### src/rtl/v_div_pkg.sv
// v_div_pkg: shared constants and state type for the SIMD integer divider.
// funct6 codes, element-width encoding and the divider FSM state enum.
package v_div_pkg;

  localparam logic [5:0] VDIVU = 6'b100000;
  localparam logic [5:0] VDIV  = 6'b100001;
  localparam logic [5:0] VREMU = 6'b100010;
  localparam logic [5:0] VREM  = 6'b100011;

  localparam logic [1:0] SEW_8   = 2'b00;
  localparam logic [1:0] SEW_16  = 2'b01;
  localparam logic [1:0] SEW_32  = 2'b10;
  localparam logic [1:0] SEW_ILL = 2'b11;

  typedef enum logic [1:0] {
    IDLE   = 2'd0,
    DIV    = 2'd1,
    FINISH = 2'd2
  } v_div_state_e;

  // Element width in bits for a sew code (illegal code maps to 8, never used).
  function automatic logic [5:0] sew_bits(input logic [1:0] s);
    case (s)
      SEW_16:  sew_bits = 6'd16;
      SEW_32:  sew_bits = 6'd32;
      default: sew_bits = 6'd8;
    endcase
  endfunction

endpackage

### src/rtl/v_div_lane.sv
// v_div_lane: one restoring-division lane of up to W bits with a runtime
// element width (i_w <= W). Latches magnitudes and sign/special flags on
// i_load, performs one shift-subtract step per i_step, and presents the
// sign-corrected result combinationally. Remainder output exists only when
// V_DIV_REM_EN is defined.
module v_div_lane
  import v_div_pkg::*;
#(
  parameter int W = 32
) (
  input  logic         clk,
  input  logic         nrst,
  input  logic         i_load,
  input  logic         i_step,
  input  logic         i_signed,
  input  logic [5:0]   i_w,
`ifdef V_DIV_REM_EN
  input  logic         i_rem,
`endif
  input  logic [W-1:0] i_a,
  input  logic [W-1:0] i_b,
  output logic [W-1:0] o_res
);

  localparam logic [5:0] W6 = 6'(W);

  logic [W-1:0] w_mask, w_msb, w_a, w_b, w_abs_a, w_abs_b;
  logic         w_a_neg, w_b_neg, w_dz, w_ovf;
  logic [W:0]   w_rem_sh;
  logic [W+1:0] w_diff;
  logic         w_nb;
  logic [W-1:0] w_qmag, w_quo;

  logic [W-1:0] r_quo, r_rem, r_div, r_a, r_mask;
  logic         r_qneg, r_dz, r_ovf;
`ifdef V_DIV_REM_EN
  logic         r_rneg, r_rem_sel;
  logic [W-1:0] w_remv;
`endif

  // Operand decode: element mask, signs, magnitudes and special cases.
  always_comb begin
    w_mask  = {W{1'b1}} >> (W6 - i_w);
    w_msb   = w_mask ^ (w_mask >> 1);
    w_a     = i_a & w_mask;
    w_b     = i_b & w_mask;
    w_a_neg = i_signed & (|(w_a & w_msb));
    w_b_neg = i_signed & (|(w_b & w_msb));
    w_abs_a = w_a_neg ? ((-w_a) & w_mask) : w_a;
    w_abs_b = w_b_neg ? ((-w_b) & w_mask) : w_b;
    w_dz    = (w_b == '0);
    w_ovf   = i_signed & (w_a == w_msb) & (w_b == w_mask);
  end

  // One restoring step: shift in next dividend bit, trial-subtract divisor.
  always_comb begin
    w_rem_sh = {r_rem, r_quo[W-1]};
    w_diff   = {1'b0, w_rem_sh} - {2'b00, r_div};
    w_nb     = ~w_diff[W+1];
  end

  // Lane state: load left-aligns the dividend so its MSB is always bit W-1.
  always_ff @(posedge clk or negedge nrst) begin
    if (!nrst) begin
      r_quo  <= '0;
      r_rem  <= '0;
      r_div  <= '0;
      r_a    <= '0;
      r_mask <= '0;
      r_qneg <= 1'b0;
      r_dz   <= 1'b0;
      r_ovf  <= 1'b0;
    end else if (i_load) begin
      r_quo  <= w_abs_a << (W6 - i_w);
      r_rem  <= '0;
      r_div  <= w_abs_b;
      r_a    <= w_a;
      r_mask <= w_mask;
      r_qneg <= w_a_neg ^ w_b_neg;
      r_dz   <= w_dz;
      r_ovf  <= w_ovf;
    end else if (i_step) begin
      r_rem  <= w_nb ? w_diff[W-1:0] : w_rem_sh[W-1:0];
      r_quo  <= {r_quo[W-2:0], w_nb};
    end
  end

  // Quotient fixups: divide-by-zero, signed overflow, then sign.
  always_comb begin
    w_qmag = r_quo & r_mask;
    if (r_dz)        w_quo = r_mask;
    else if (r_ovf)  w_quo = r_a;
    else if (r_qneg) w_quo = (-w_qmag) & r_mask;
    else             w_quo = w_qmag;
  end

`ifdef V_DIV_REM_EN
  // Remainder sign and operation select latched with the operands.
  always_ff @(posedge clk or negedge nrst) begin
    if (!nrst) begin
      r_rneg    <= 1'b0;
      r_rem_sel <= 1'b0;
    end else if (i_load) begin
      r_rneg    <= w_a_neg;
      r_rem_sel <= i_rem;
    end
  end

  // Remainder fixups and quotient/remainder output select.
  always_comb begin
    if (r_dz)        w_remv = r_a;
    else if (r_ovf)  w_remv = '0;
    else if (r_rneg) w_remv = (-r_rem) & r_mask;
    else             w_remv = r_rem;
    o_res = r_rem_sel ? w_remv : w_quo;
  end
`else
  assign o_res = w_quo;
`endif

endmodule

### src/rtl/v_div.sv
// v_div: iterative SIMD restoring divider (4x8b, 2x16b or 1x32b lanes).
// Start/ready/done handshake; one quotient bit per lane per cycle.
// Optional feature macro: V_DIV_REM_EN enables vremu/vrem; when undefined
// those codes are treated as illegal requests.
module v_div
  import v_div_pkg::*;
(
  input  logic        clk,
  input  logic        nrst,
  input  logic        is_div,
  input  logic [31:0] op_A,
  input  logic [31:0] op_B,
  input  logic [1:0]  sew,
  input  logic [5:0]  op_instr,
  output logic        ready,
  output logic        done,
  output logic [31:0] result
);

  v_div_state_e r_state, w_next;
  logic [4:0]   r_cnt;
  logic [1:0]   r_sew;
  logic         r_ill, r_done;
  logic [31:0]  r_result;

  logic         w_accept, w_ill, w_legal_op, w_signed;
  logic [5:0]   w_w, w_w1;
  logic [31:0]  w_res0, w_packed;
  logic [15:0]  w_res1, w_a1, w_b1;
  logic [7:0]   w_res2, w_res3;
`ifdef V_DIV_REM_EN
  logic         w_rem;
`endif

  // Request decode; lane operands are only meaningful on the accept cycle.
  always_comb begin
`ifdef V_DIV_REM_EN
    w_legal_op = (op_instr == VDIVU) | (op_instr == VDIV) |
                 (op_instr == VREMU) | (op_instr == VREM);
    w_signed   = (op_instr == VDIV) | (op_instr == VREM);
    w_rem      = (op_instr == VREMU) | (op_instr == VREM);
`else
    w_legal_op = (op_instr == VDIVU) | (op_instr == VDIV);
    w_signed   = (op_instr == VDIV);
`endif
    w_ill    = (sew == SEW_ILL) | ~w_legal_op;
    w_accept = (r_state == IDLE) & is_div;
    w_w      = sew_bits(sew);
    w_w1     = (sew == SEW_8) ? 6'd8 : 6'd16;
    w_a1     = (sew == SEW_8) ? {8'h00, op_A[15:8]} : op_A[31:16];
    w_b1     = (sew == SEW_8) ? {8'h00, op_B[15:8]} : op_B[31:16];
  end

  // FSM state register.
  always_ff @(posedge clk or negedge nrst) begin
    if (!nrst) r_state <= IDLE;
    else       r_state <= w_next;
  end

  // Next-state logic: illegal requests skip straight to FINISH.
  always_comb begin
    w_next = r_state;
    case (r_state)
      IDLE:    if (is_div) w_next = w_ill ? FINISH : DIV;
      DIV:     if (r_cnt == 5'd0) w_next = FINISH;
      FINISH:  w_next = IDLE;
      default: w_next = IDLE;
    endcase
  end

  // Step counter and request attributes latched on accept.
  always_ff @(posedge clk or negedge nrst) begin
    if (!nrst) begin
      r_cnt <= 5'd0;
      r_sew <= 2'b00;
      r_ill <= 1'b0;
    end else if (w_accept) begin
      r_cnt <= 5'(w_w - 6'd1);
      r_sew <= sew;
      r_ill <= w_ill;
    end else if (r_state == DIV) begin
      r_cnt <= r_cnt - 5'd1;
    end
  end

  v_div_lane #(.W(32)) u_lane0 (
    .clk(clk), .nrst(nrst), .i_load(w_accept), .i_step(r_state == DIV),
    .i_signed(w_signed), .i_w(w_w),
`ifdef V_DIV_REM_EN
    .i_rem(w_rem),
`endif
    .i_a(op_A), .i_b(op_B), .o_res(w_res0)
  );

  v_div_lane #(.W(16)) u_lane1 (
    .clk(clk), .nrst(nrst), .i_load(w_accept), .i_step(r_state == DIV),
    .i_signed(w_signed), .i_w(w_w1),
`ifdef V_DIV_REM_EN
    .i_rem(w_rem),
`endif
    .i_a(w_a1), .i_b(w_b1), .o_res(w_res1)
  );

  v_div_lane #(.W(8)) u_lane2 (
    .clk(clk), .nrst(nrst), .i_load(w_accept), .i_step(r_state == DIV),
    .i_signed(w_signed), .i_w(6'd8),
`ifdef V_DIV_REM_EN
    .i_rem(w_rem),
`endif
    .i_a(op_A[23:16]), .i_b(op_B[23:16]), .o_res(w_res2)
  );

  v_div_lane #(.W(8)) u_lane3 (
    .clk(clk), .nrst(nrst), .i_load(w_accept), .i_step(r_state == DIV),
    .i_signed(w_signed), .i_w(6'd8),
`ifdef V_DIV_REM_EN
    .i_rem(w_rem),
`endif
    .i_a(op_A[31:24]), .i_b(op_B[31:24]), .o_res(w_res3)
  );

  // Pack lane results according to the latched element width.
  always_comb begin
    case (r_sew)
      SEW_32:  w_packed = w_res0;
      SEW_16:  w_packed = {w_res1, w_res0[15:0]};
      default: w_packed = {w_res3, w_res2, w_res1[7:0], w_res0[7:0]};
    endcase
  end

  // Result register and done pulse, both updated in FINISH.
  always_ff @(posedge clk or negedge nrst) begin
    if (!nrst) begin
      r_done   <= 1'b0;
      r_result <= '0;
    end else begin
      r_done <= (r_state == FINISH);
      if (r_state == FINISH) r_result <= r_ill ? 32'h0 : w_packed;
    end
  end

  assign ready  = (r_state == IDLE);
  assign done   = r_done;
  assign result = r_result;

endmodule
### config.mk
export PLATFORM = sky130hd
export DESIGN_NAME = v_div
export DESIGN_NICKNAME = d
export VERILOG_FILES = /design/src/rtl/v_div_pkg.sv /design/src/rtl/v_div_lane.sv /design/src/rtl/v_div.sv
export SDC_FILE = /design/constraint.sdc
export NUM_CORES = 1
export LEC_CHECK = 0
export BUFFER_PORTS_ARGS = -buffer_cell sky130_fd_sc_hd__buf_2
export CAP_MARGIN = 20
export CELL_PAD_IN_SITES_DETAIL_PLACEMENT = 0
export CELL_PAD_IN_SITES_GLOBAL_PLACEMENT = 1
export CORE_MARGIN = 2
export CORE_UTILIZATION = 47
export CTS_CLUSTER_DIAMETER = 150
export DETAILED_ROUTE_END_ITERATION = 16
export MAX_ROUTING_LAYER = met4
export PLACE_DENSITY = 0.89
export RECOVER_POWER = 25
export SLEW_MARGIN = 30
export SYNTH_ARGS = -nofsm -noshare
export SYNTH_HDL_FRONTEND = slang
export SYNTH_SLANG_ARGS = --single-unit
### constraint.sdc
create_clock -name clk -period 3.84 [get_ports clk]
set_input_delay 0.192 -clock clk [delete_from_list [all_inputs] [get_ports clk]]
set_output_delay 0.192 -clock clk [all_outputs]
set_load 0.1 [all_outputs]
== After elaboration in Yosys (flattened, before gate mapping) ==
Cells that the tools add are included.
Word-level totals
  register bits: 360
  input bits: 75
  logic and storage cells: 195
Operators by class
  add/sub/neg operators: 20
  equality and inequality tests: 19
  shift-type cells: 4
  muxes and demuxes: 52
  bitwise logic cells: 50
  reductions and logical operators: 13
Operator list (number)
  2-to-1 mux 32 bit: 11
  AND 32 bit: 8
  2-to-1 mux 16 bit: 12
  2-to-1 mux 8 bit: 20
  AND 16 bit: 8
  negation 32 bit: 3
  == test 32 bit: 2
  case mux 32 bit (2 select lines): 1
  OR reduction 32 bit: 2
  negation 16 bit: 3
  negation 8 bit: 6
  subtractor 33 x 32 -> 34 bit: 1
  AND 8 bit: 4
  == test 16 bit: 2
  == test 8 bit, second input constant: 4
  logical NOT 32 bit: 1
  OR reduction 16 bit: 2
  left shift 32 x 6 -> 32 bit: 1
  >> shifter 32 x 6 -> 32 bit, first input constant: 1
  bitwise XOR 32 x 31 -> 32 bit: 1
  subtractor 9 x 8 -> 10 bit: 2
  subtractor 17 x 16 -> 18 bit: 1
  AND 1 bit: 17
  logical NOT 16 bit: 1
  other kinds (22): 44

== Logic depth before layout (Yosys ltp) ==
Gate-level depths: netlist (run 1).
  depth after elaboration: 11
  mapped depth: 18

== Cells and area by module ==
A second synthesis (run 1) with hierarchy kept.
Unflattened totals
  cells, all modules: 4233
  area, all modules: 34395.5 µm²
By module, submodules not included
  v_div_lane (u_lane0): instances 1, cells an instance 2025, area an instance 16291.9 µm²
  v_div_lane (u_lane1): instances 1, cells an instance 980, area an instance 7960.1 µm²
  v_div_lane (u_lane2 ...): instances 2, cells an instance 478, area an instance 3792.4 µm²
  v_div: instances 1, cells an instance 272, area an instance 2558.7 µm²

== Worst setup path after synthesis (run 1) ==
OpenSTA, ideal clock, no wires.
  kind: in2reg
  start point: in sew[0]
  end point: reg u_lane1.r_quo[14]
  data arrival time: 3769 ps
  data required time: 3758 ps
  path slack: -10 ps
  cell stages on the path: 18
  path buffers: 5
  path through: inv_1 -> ha_1 -> buf_1 -> buf_2 -> buf_1 -> clkbuf_1 -> buf_1 -> nor2_1 -> a21oi_1 -> ha_1 -> o21ai_0 -> or3_1 -> o41ai_1 -> xnor2_1 -> nor2_1 -> a21oi_1 -> nor2_1 -> a31oi_1
Between the ends
  word-level cells in the longest chain between the ends: 11
  elaborated cells on any way between the ends: 15
  classes of those cells: 2 x add/sub; 2 x shift; 4 x mux; 5 x bitwise; 2 x reduce/logical
Ends and longest elaborated chain
  start: declaration: RTL line v_div.sv:13  | input logic [1:0] sew,
  logical NOT 2 bit *: RTL line v_div.sv:49, v_div.sv:50
  branches (longest 8 deep; another with negation 16 bit)
  left shift 16 x 6 -> 16 bit *: RTL line v_div_lane.sv:74  | r_quo <= w_abs_a << (W6 - i_w);
  2-to-1 mux 16 bit *: RTL line v_div_lane.sv:73  | end else if (i_load) begin
  end signal: assignment: RTL line v_div_lane.sv:74
  end signal: assignment: RTL line v_div_lane.sv:84  | r_quo <= {r_quo[W-2:0], w_nb};
  end: declaration: RTL line v_div_lane.sv:34  | logic [W-1:0] r_quo, r_rem, r_div, r_a, r_mask;
Every way passes the cells marked *.
A chain may end at the register's enable or synchronous reset.

== Worst setup path after layout (run 1) ==
  start point: reg u_lane1.r_div[1]
  end point: reg u_lane1.r_rem[3]
Between the ends
  word-level cells in the longest chain between the ends: 4
Ends and longest elaborated chain
  start: declaration: RTL line v_div_lane.sv:34
  start signal: assignment: RTL line v_div_lane.sv:76  | r_div <= w_abs_b;
  subtractor 17 x 16 -> 18 bit: RTL line v_div_lane.sv:58  | w_diff = {1'b0, w_rem_sh} - {2'b00, r_div};
  2-to-1 mux 16 bit: RTL line v_div_lane.sv:83  | r_rem <= w_nb ? w_diff[W-1:0] : w_rem_sh[W-1:0];
  2-to-1 mux 16 bit: RTL line v_div_lane.sv:82  | end else if (i_step) begin
  2-to-1 mux 16 bit: RTL line v_div_lane.sv:73
  end signal: assignment: RTL line v_div_lane.sv:83
  end: declaration: RTL line v_div_lane.sv:34
No other way between the ends. The select of a mux whose other input is x is not followed.

==> run metrics, run 1 <==
Crit. path cell count 12; CTS root buf clkbuf_16; EDFF count, synth 0; top-count cell post-synth nand2_1; met1 Usage GRT 0.405; Flop pwr share 0.374; Syn Area/Cell 8.02 µm²; clock latency at the later pin of the worst-skew pair 580 ps; Combinational Power Share 0.247; Pre-Repair DR Iteration Count 7; CTS Buf Count 40; Final ANT Viol Nets 0; Int Power 0.00734 W; Worst Path Max Fanout 30; die width 221 µm; Net Sw Frac 0.334; DRC errors left 0; routability cong. 0.992; max cap viols 1; final-report hold violation count 0; final setup margin 368 ps; post-synthesis sequential area ratio 0.359; PwrDens 445 nW/µm²; violated checks max-capacitance violations, max-slew violations; GR Layer Usage met3 0.0592; number of I/O pins 109; FF-to-FF path depth 12; Final period util 0.904; RSZ-0062 raised after global routing false; Avg WL per Cell 21.4 µm; Synthesis Warnings 0; hold_ws 12.8 ps; Top FF cell, synth dfrtp_1; met2 Use GR 0.486; fmax 0.288 GHz; synthesized instance count 2,748; die area 48,700 µm²; Peak VDD IR 0.000374 V; Net Switching 0.00368 W; die height 221 µm; skew final 24.9 ps; antenna violations before repair 10; CTS H-Tree Depth 2; Clock Sink Count 316; share of cells above drive strength 1 0.0940; CP top delay family compound AO/OA/AOI/OAI gates; status finished, violations left; Leak 11.0 nW; initial core utilization 0.475; Synth top area share 0.359; worst hold-check path type in2reg; Final Max Tran Viols 102; vias in the first global route 20,200; grt peak-use layer met2; Buffers on Ports 108; nets 2,948; detailed-route vias per instance 6.08; Worst Setup Start Kind register; Worst-path clk slew 60 ps; max incr delay on CP 500 ps; ys async rst share 1.00; Worst EP arrival 3920 ps; pre-CTS setup slack 483 ps; Layout Area Growth over Synthesis 12.4%; most frequent cells after synthesis 456 x nand2_1, 316 x dfrtp_1, 248 x o21ai_0; Reg2Reg Setup Slack 370 ps; first-pass GRT wire length 114 mm; cts repair resizes 0; Final min period 3470 ps; Slew @ Worst Pin 2840 ps; Setup crit end kind register; Yosys reg bits 316; clock share of power 0.379; Final Cell Area 24,800 µm²; drt initial violations 2,022; post-DP HPWL 53.1 mm; crit path buf inv count 2; largest net degree at the start of global routing 104; CTS max path bufs 3; drt total wl 73.2 mm; Net Count, Synth 2,918; CTS tree done; Tot GR Track Use 0.311; WP data required 4290 ps; worst hold stages 3; post-route non-filler standard cell count 3,423; CORE AREA 46,500 µm²; critical-path cell list inv_1, ha_1, nor2b_1, o21a_1, o21ai_0, a21oi_1, a221oi_1, o21ai_0, a2111oi_4, buf_4, o21ai_0, a22o_1; Worst path slowest cell a221oi_1; DP Area 23,100 µm²; cell repeated most along the worst path o21ai_0; Post-Syn Area 22,100 µm²; Slew Limit Headroom -0.894; Setup CP Type reg2reg; Rows 79; Unique masters post-synth 78; # setup viols final 0; synth top area cells dfrtp_1 36%, nand2_1 7.8%, o21ai_0 5.6%, ha_1 5.2%, xnor2_1 4.6%; GR Overflow Total 0; vias 20,800; dpl cells 3,324; Setup TNS 0 ps; cell taking the most area after synthesis dfrtp_1
[registers in the layout (all words and copies together) (netlist names), 2 cells and up]
register / count
u_lane3.r_a: 8
u_lane1.r_rem: 16
u_lane2.r_a: 8
u_lane0.r_mask: 3
u_lane3.r_div: 8
u_lane1.r_div: 16
r_state: 2
u_lane3.r_quo: 8
u_lane0.r_rem: 32
u_lane2.r_quo: 8
u_lane0.r_quo: 32
u_lane0.r_a: 32
u_lane3.r_rem: 8
result: 32
u_lane1.r_a: 16
u_lane1.r_mask: 2
r_sew: 2
u_lane0.r_div: 32
u_lane1.r_quo: 16
r_cnt: 5
u_lane2.r_div: 8
u_lane2.r_rem: 8
[cell usage in the layout (no fill, tap or decap), types with 12 or more instances in the layout]
cell type,n
nand2_1,455
dfrtp_1,316
o21ai_0,248
nor2_1,217
a21oi_1,173
inv_1,117
xnor2_1,116
buf_2,107
xor2_1,93
ha_1,90
mux2i_1,69
nand3_1,64
o22ai_1,57
buf_4,50
o31ai_1,47
clkbuf_16,42
nor3_1,41
a31oi_1,34
a21o_1,26
a22o_1,25
a211oi_1,24
a22oi_1,24
o21ai_1,22
nand2b_1,20
or3_1,20
dlygate4sd3_1,19
o21a_1,16
nor2b_1,15
nand4_1,15
o211ai_1,13
o221ai_1,12
a221oi_1,12
[per-layer routing]
metal  up-vias  wire length (µm)
met5         -                 0
met4         0              2450
li1       9757                 -
met2       798             33900
met3       120              5750
met1     10100             31100
[logic make-up (layout without fill, tap and decap cells)]
kind of cell / after synthesis / in the layout / synth area share
xor gates and xnor gates: 209 / 209 / 0.0830
AOI/OAI and AO/OA: 827 / 827 / 0.237
other: 0 / 8 / 0
adders and majority gates: 95 / 95 / 0.0553
DFF: 316 / 316 / 0.359
muxes: 71 / 71 / 0.0323
and+or+nand+nor: 916 / 916 / 0.180
buffers and inverters: 314 / 374 / 0.0546
[worst register-to-register path, delay by kind of cell, from the launching register on]
family,cells,cell delay (ps)
flops,1,380
compound gates,8,2190
fa+ha+maj,1,240
simple gates,1,130
buf+inv,2,430
[power groups by stage]
stage	Combinational [W]	Clock, W	Sequential (W)
after floorplan	0.00188	0	0.00407
after global placement	0.00261	0	0.00415
after detailed placement	0.00266	0	0.00416
after CTS	0.00269	0.00424	0.00411
after global routing	0.00302	0.00437	0.00416
final	0.00272	0.00418	0.00412
[worst paths after layout]
| check | end | startpoint |
|---|---|---|
| min in group asynchronous | u_lane3.r_rem[7] | nrst |
| setup / recovery | u_lane1.r_rem[3] | u_lane1.r_div[1] |
| hold / removal | r_sew[1] | sew[1] |
| hold reg to reg | u_lane0.r_a[9] | u_lane0.r_a[9] |
| max in group asynchronous | u_lane0.r_a[20] | nrst |
| setup reg to reg | u_lane1.r_rem[3] | u_lane1.r_div[1] |
[final cells by class]
class	instances	area [µm²]
fill	4422	21700
timing repair buffer	182	1210
inverter	120	450
tap	607	759
clock inverter	17	272
clock buffer	55	1190
sequential	316	7910
antenna	8	20.0
multi-input combinational	2118	13000
[repair_timing]
item,in CTS,in global routing
hold buffers,19,0
hold endpoints to repair,117,0
setup buffers,0,0
[stage by stage]
stage,util,power [W]
4_1_cts,0.533,0.0110
3_5_place_dp,0.498,0.00682
3_3_place_gp,0.498,0.00676
5_1_grt,0.534,0.0116
2_1_floorplan,-,0.00595
6_report,0.534,0.0110
Note: power is estimated with default switching activity, not from simulation.
==> run 2: changes to the inputs <==
PLACE_DENSITY = default   (was 0.89)
PLACE_DENSITY_LB_ADDON = 0.1   (was default)
==> run 2 against run 1 <==
Net effect:
- the flow still finishes with violations (max-capacitance violations, max-slew violations)
- wire length up 5.2%
- clock skew is 6.4 ps lower
- final cell count is 0.15% lower
- maximum frequency is 0.38% lower
- critical endpoint unchanged
- highest routed layer unchanged
==> run metrics, run 2 (same netlist as run 1, synthesis figures left out) <==
die height 221 µm (unchanged); violated checks max-capacitance violations, max-slew violations (unchanged); Worst Path Max Fanout 30 (unchanged); largest net degree at the start of global routing 112 (was 104); Final ANT Viol Nets 0 (unchanged); Final min period 3490 ps (was 3470 ps); pre-CTS setup slack 407 ps (was 483 ps); FF-to-FF path depth 11 (was 12); Worst EP arrival 3930 ps (was 3920 ps); # setup viols final 0 (unchanged); CORE AREA 46,500 µm² (unchanged); RSZ-0062 raised after global routing false (unchanged); die area 48,700 µm² (unchanged); vias 20,800 (about the same); Setup CP Type reg2reg (unchanged); fmax 0.287 GHz (was 0.288 GHz); Leak 11.0 nW (about the same); Peak VDD IR 0.000325 V (was 0.000374 V); skew final 18.5 ps (was 24.9 ps); worst hold-check path type in2reg (unchanged); Avg WL per Cell 22.5 µm (was 21.4 µm); Clock Sink Count 316 (unchanged); max cap viols 1 (unchanged); PwrDens 435 nW/µm² (was 445 nW/µm²); vias in the first global route 19,900 (was 20,200); initial core utilization 0.475 (unchanged); drt total wl 77.0 mm (was 73.2 mm); Setup crit end kind register (unchanged); drt initial violations 1,970 (was 2,022); hold_ws 26.3 ps (was 12.8 ps); final setup margin 355 ps (was 368 ps); share of cells above drive strength 1 0.0926 (was 0.0940); CTS tree done (unchanged); CTS max path bufs 3 (unchanged); Worst Setup Start Kind register (unchanged); Worst-path clk slew 60 ps (about the same); worst hold stages 3 (unchanged); die width 221 µm (unchanged); GR Overflow Total 0 (unchanged); Pre-Repair DR Iteration Count 5 (was 7); highest-count cells in the layout ignoring fill and taps 455 x nand2_1, 316 x dfrtp_1, 248 x o21ai_0 (unchanged); nets 2,950 (was 2,948); Layout Area Growth over Synthesis 11.7% (was 12.4%); postcts setup bufs 0 (unchanged); antenna violations before repair 0 (was 10); hold-fix buffers at CTS 16 (was 19); Setup TNS 0 ps (unchanged); final-report hold violation count 0 (unchanged); Final period util 0.908 (was 0.904); Rows 79 (unchanged); first-pass GRT wire length 118 mm (was 114 mm); most common cell after layout, fill and taps aside nand2_1 (unchanged); cts repair resizes 0 (unchanged); CTS root buf clkbuf_16 (unchanged); routability cong. 0.950 (was 0.992); WP data required 4290 ps (about the same); Slew @ Worst Pin 2890 ps (was 2840 ps); CTS H-Tree Depth 2 (unchanged); clock latency at the later pin of the worst-skew pair 570 ps (was 580 ps); status finished, violations left (unchanged); Final Max Tran Viols 99 (was 102); Slew Limit Headroom -0.924 (was -0.894); Buffers on Ports 108 (unchanged); post-DP HPWL 55.4 mm (was 53.1 mm); Tot GR Track Use 0.326 (was 0.311); DRC errors left 0 (unchanged); CTS Buf Count 40 (unchanged); Total Power 0.0107 W (was 0.0110 W); detailed-route vias per instance 6.07 (was 6.08); number of I/O pins 109 (unchanged)
==> run 2: critical path, cell delays in order (launching register included) <==
cell	delay [ps]
dfrtp_1	430
ha_1	280
nor2b_1	130
o21a_1	180
o21ai_0	220
a21oi_1	150
a221oi_1	510
o21ai_0	390
a2111oi_4	390
buf_4	340
o21ai_0	150
a22o_1	190
==> run 2: routing by layer <==
layer  vias to the layer above  part of all wire  GRT usage
li1                       9755                 -          -
met1                     10100              0.44      0.439
met5                         -                 0          -
met3                       114             0.074     0.0544
met2                       765              0.46      0.514
met4                         0             0.022     0.0767
==> run 2: cell type report <==
class,instances,area (µm²)
repair buffers,184,1220
well taps,607,759
flip-flops and latches,316,7910
fillers,4451,21800
multi-input cells,2118,13000
diodes,2,5.00
clock inverters,12,140
inverters,120,450
clock buffers,59,1160
==> run 2: final timing paths <==
kind / startpoint / end / slack, ps
max in group asynchronous: nrst / result[12] / 760
worst min register to register: u_lane0.r_a[3] / u_lane0.r_a[3] / 470
worst max-delay path: u_lane1.r_rem[0] / u_lane1.r_rem[3] / 350
worst max register to register: u_lane1.r_rem[0] / u_lane1.r_rem[3] / 350
worst min-delay path: op_B[7] / u_lane0.r_div[7] / 30
min in group asynchronous: nrst / u_lane1.r_rem[15] / 1060
==> run 2: power by group <==
part	switching [W]	internal [W]	total, W
clock	0.00155	0.00229	0.00384
sequential	0.000408	0.00371	0.00412
combinational	0.00176	0.000999	0.00275
total	0.00371	0.00701	0.0107
==> run 2: metrics by stage <==
step	cell area [µm²]	utilization	cells
2_1_floorplan	22100	-	2748
3_3_place_gp	23200	0.499	3329
3_5_place_dp	23200	0.499	3329
4_1_cts	24600	0.530	3416
5_1_grt	24600	0.530	3416
6_report	24600	0.530	3418
==> run 3: changes to the inputs <==
CORE_MARGIN = 4   (was 2)
CORE_UTILIZATION = 40   (was 47)
SYNTH_HIERARCHICAL = 1   (was default)
==> run 3 against run 2 <==
Net effect:
- maximum frequency fell by 15%
- first-iteration DRC count rose by 110%
- synthesized area rose by 56%
- clock power rose by 21%
- clock skew rose by 5.7 ps
- critical endpoint is now u_lane0/r_quo[26]
- utilization fell by 3.0 points
- sequential power rose by 12%
- total power rose by 44%
- the run ends with max-capacitance violations, max-slew violations, negative setup slack left
- wire length rose by 120%
- global-route usage rose by 4.5 points
==> run metrics, run 3 <==
R2R Path Start u_lane0/r_quo[11] (was u_lane1.r_rem[0]); Avg WL per Cell 28.3 µm (was 22.5 µm); # setup viols final 23 (was 0); pre-CTS setup slack -1190 ps (was 407 ps); nets 4,991 (was 2,950); die width 301 µm (was 221 µm); CORE AREA 85,300 µm² (was 46,500 µm²); Worst EP arrival 4590 ps (was 3930 ps); final setup margin -242 ps (was 355 ps); CTS Buf Count 47 (was 40); CTS tree done (unchanged); antenna violations before repair 8 (was 0); Slew Limit Headroom -0.544 (was -0.924); GR Overflow Total 0 (unchanged); initial core utilization 0.403 (was 0.475); die height 301 µm (was 221 µm); crit path buf inv count 4 (was 1); Leak 18.6 nW (was 11.0 nW); Buffers on Ports 108 (unchanged); worst reg2reg endpoint result[25] (was u_lane1.r_rem[3]); final-report hold violation count 0 (unchanged); number of I/O pins 109 (unchanged); detailed-route vias per instance 6.17 (was 6.07); Syn Area/Cell 8.13 µm² (was 8.02 µm²); CTS max path bufs 3 (unchanged); Worst path slowest cell or4_4 (was a221oi_1); FF-to-FF path depth 14 (was 11); share of cells above drive strength 1 0.241 (was 0.0926); post-synthesis sequential area ratio 0.273 (was 0.359); cell taking the most area after synthesis dfrtp_1 (unchanged); CP top delay family simple AND/OR/NAND/NOR gates (was compound AO/OA/AOI/OAI gates); WP data required 4350 ps (was 4290 ps); Synthesis Warnings 6 (was 0); Tot GR Track Use 0.371 (was 0.326); Final period util 1.06 (was 0.908); first-pass GRT wire length 243 mm (was 118 mm); violated checks max-capacitance violations, max-slew violations, negative setup slack (was max-capacitance violations, max-slew violations); highest-count cells in the layout ignoring fill and taps 545 x buf_4, 418 x nand2_1, 382 x nor2_1 (was 455 x nand2_1, 316 x dfrtp_1, 248 x o21ai_0); skew final 24.2 ps (was 18.5 ps); Slew @ Worst Pin 2320 ps (was 2890 ps); worst hold-check path type in2reg (unchanged); Synth top area share 0.273 (was 0.359); PwrDens 361 nW/µm² (was 435 nW/µm²); Final min period 4080 ps (was 3490 ps); Worst Path Max Fanout 6 (was 30); Setup TNS -2660 ps (was 0 ps); Rows 107 (was 79); clock latency at the later pin of the worst-skew pair 640 ps (was 570 ps); final core utilization 0.500 (was 0.530); status finished, violations left (unchanged); most common cell after layout, fill and taps aside buf_4 (was nand2_1); Final ANT Viol Nets 0 (unchanged); Top FF cell, synth dfrtp_1 (unchanged); Layout Area Growth over Synthesis 24.1% (was 11.7%); DRC errors left 0 (unchanged); Worst Setup Start Kind input port (was register); top-count cell post-synth nand2_1 (unchanged); Hold Path End r_cnt[1] (was u_lane0.r_div[7]); synthesized instance count 4,233 (was 2,748); RSZ-0062 raised after global routing true (was false); vias in the first global route 34,700 (was 19,900); drt total wl 168 mm (was 77.0 mm); ys async rst share 1.00 (unchanged); Yosys reg bits 375 (was 316); max cap viols 1 (unchanged); die area 90,700 µm² (was 48,700 µm²); Pre-Repair DR Iteration Count 6 (was 5); Worst-path clk slew 60 ps (about the same); post-route non-filler standard cell count 5,951 (was 3,418); vias 36,700 (was 20,800); CTS H-Tree Depth 2 (unchanged); CTS root buf clkbuf_16 (unchanged); drt initial violations 4,114 (was 1,970); Reg2Reg Setup Slack 180 ps (was 350 ps); Setup crit end kind register (unchanged); Hold Path Origin is_div (was op_B[7]); Setup CP Type in2reg (was reg2reg); post-DP HPWL 130 mm (was 55.4 mm); Final Max Tran Viols 92 (was 99); dpl cells 5,803 (was 3,329); Total Power 0.0154 W (was 0.0107 W); Post-Syn Area 34,400 µm² (was 22,100 µm²); worst hold stages 4 (was 3); routability cong. 1.04 (was 0.950); Peak VDD IR 0.000354 V (was 0.000325 V); most frequent cells after synthesis 421 x nand2_1, 395 x nor2_1, 375 x dfrtp_1 (was 456 x nand2_1, 316 x dfrtp_1, 248 x o21ai_0); EDFF count, synth 0 (unchanged); fmax 0.245 GHz (was 0.287 GHz); synth top area cells dfrtp_1 27%, ha_1 5.3%, o21ai_0 4.7%, nand2_1 4.6%, nor2_1 4.3% (was dfrtp_1 36%, nand2_1 7.8%, o21ai_0 5.6%, ha_1 5.2%, xnor2_1 4.6%); Unique masters post-synth 133 (was 78); largest net degree at the start of global routing 84 (was 112); max incr delay on CP 480 ps (was 510 ps); Clock Sink Count 375 (was 316); critical-path cell list buf_12, inv_12, ha_4, inv_6, or4_4, a211oi_4, xnor2_2, nor2_1, ha_2, or4_4, nor3_4, nand4_1, o31ai_4, buf_12, a41oi_4, mux2i_2, nor2_1, a31o_1, mux4_2, a2bb2oi_1, or3b_1 (was ha_1, nor2b_1, o21a_1, o21ai_0, a21oi_1, a221oi_1, o21ai_0, a2111oi_4, buf_4, o21ai_0, a22o_1)
run 3: cell type report:
| type | instances | area [µm²] |
|---|---|---|
| Fill cell | 8546 | 42600 |
| Multi-Input combinational cell | 3432 | 24200 |
| Sequential cell | 375 | 9390 |
| Timing Repair Buffer | 695 | 5230 |
| Tap cell | 1144 | 1430 |
| Clock buffer | 71 | 1390 |
| Inverter | 215 | 850 |
| Clock inverter | 12 | 185 |
| Antenna cell | 7 | 17.5 |
run 3: worst max path at each step:
| stage | slack (ps) | end | from | cells past startpoint |
|---|---|---|---|---|
| after global placement | -1100 | u_lane0/r_quo[21] | sew[0] | 22 |
| after detailed placement | -1190 | u_lane0/r_quo[21] | sew[0] | 22 |
| after global routing | -390 | u_lane0/r_quo[26] | sew[0] | 21 |
| final | -240 | u_lane0/r_quo[26] | sew[0] | 21 |
| after CTS | -140 | u_lane0/r_quo[26] | sew[0] | 23 |
| after floorplan | -910 | u_lane0/r_quo[26] | sew[0] | 23 |
run 3: kinds of logic after synthesis:
logic type,count (synthesis),synth area share
simple gates,1448,0.205
other cells,2,0.000218
flops,375,0.273
xor+xnor,212,0.0542
fa+ha+maj,150,0.0554
mux,270,0.0881
compound gates,1291,0.266
buf+inv,485,0.0582
run 3: timing repair:
item / 4_1_cts / 5_1_grt
resized for setup: 59 / 110
pin swaps: 18 / 46
gates cloned: 0 / 1
hold buffers: 9 / 0
setup buffers: 18 / 31
setup endpoints to repair: 34 / 41
endpoints found under the hold margin: 89 / 0
run 3: metal layers:
metal | part of all wire | GRT usage | routed length (µm)
met5 | 0 | - | 0
met4 | 0.050 | 0.149 | 8330
met3 | 0.078 | 0.0672 | 13200
met2 | 0.43 | 0.547 | 72800
met1 | 0.44 | 0.503 | 73800
run 3: per-stage QoR:
step / hold WS [ps] / cell area [µm²]
3_5_place_dp: 249 / 39900
3_3_place_gp: 246 / 39900
4_1_cts: 5.07 / 41900
5_1_grt: 51.1 / 42700
2_1_floorplan: -104 / 35000
6_report: 48.1 / 42700
run 3: worst reg2reg max path, delay by kind of cell (launching register included):
family,cells,cell delay (ps)
AO/OA/AOI/OAI,9,2330
flip-flops,1,430
AND/OR/NAND/NOR,3,350
buffers and inverters,1,220
XOR/XNOR,1,170
run 3: report_power, final:
part / internal, W / leakage (nW) / switching (W)
clock: 0.00275 / 0.767 / 0.00190
sequential: 0.00426 / 5.08 / 0.000352
combinational: 0.00237 / 12.7 / 0.00378
total: 0.00939 / 18.6 / 0.00603
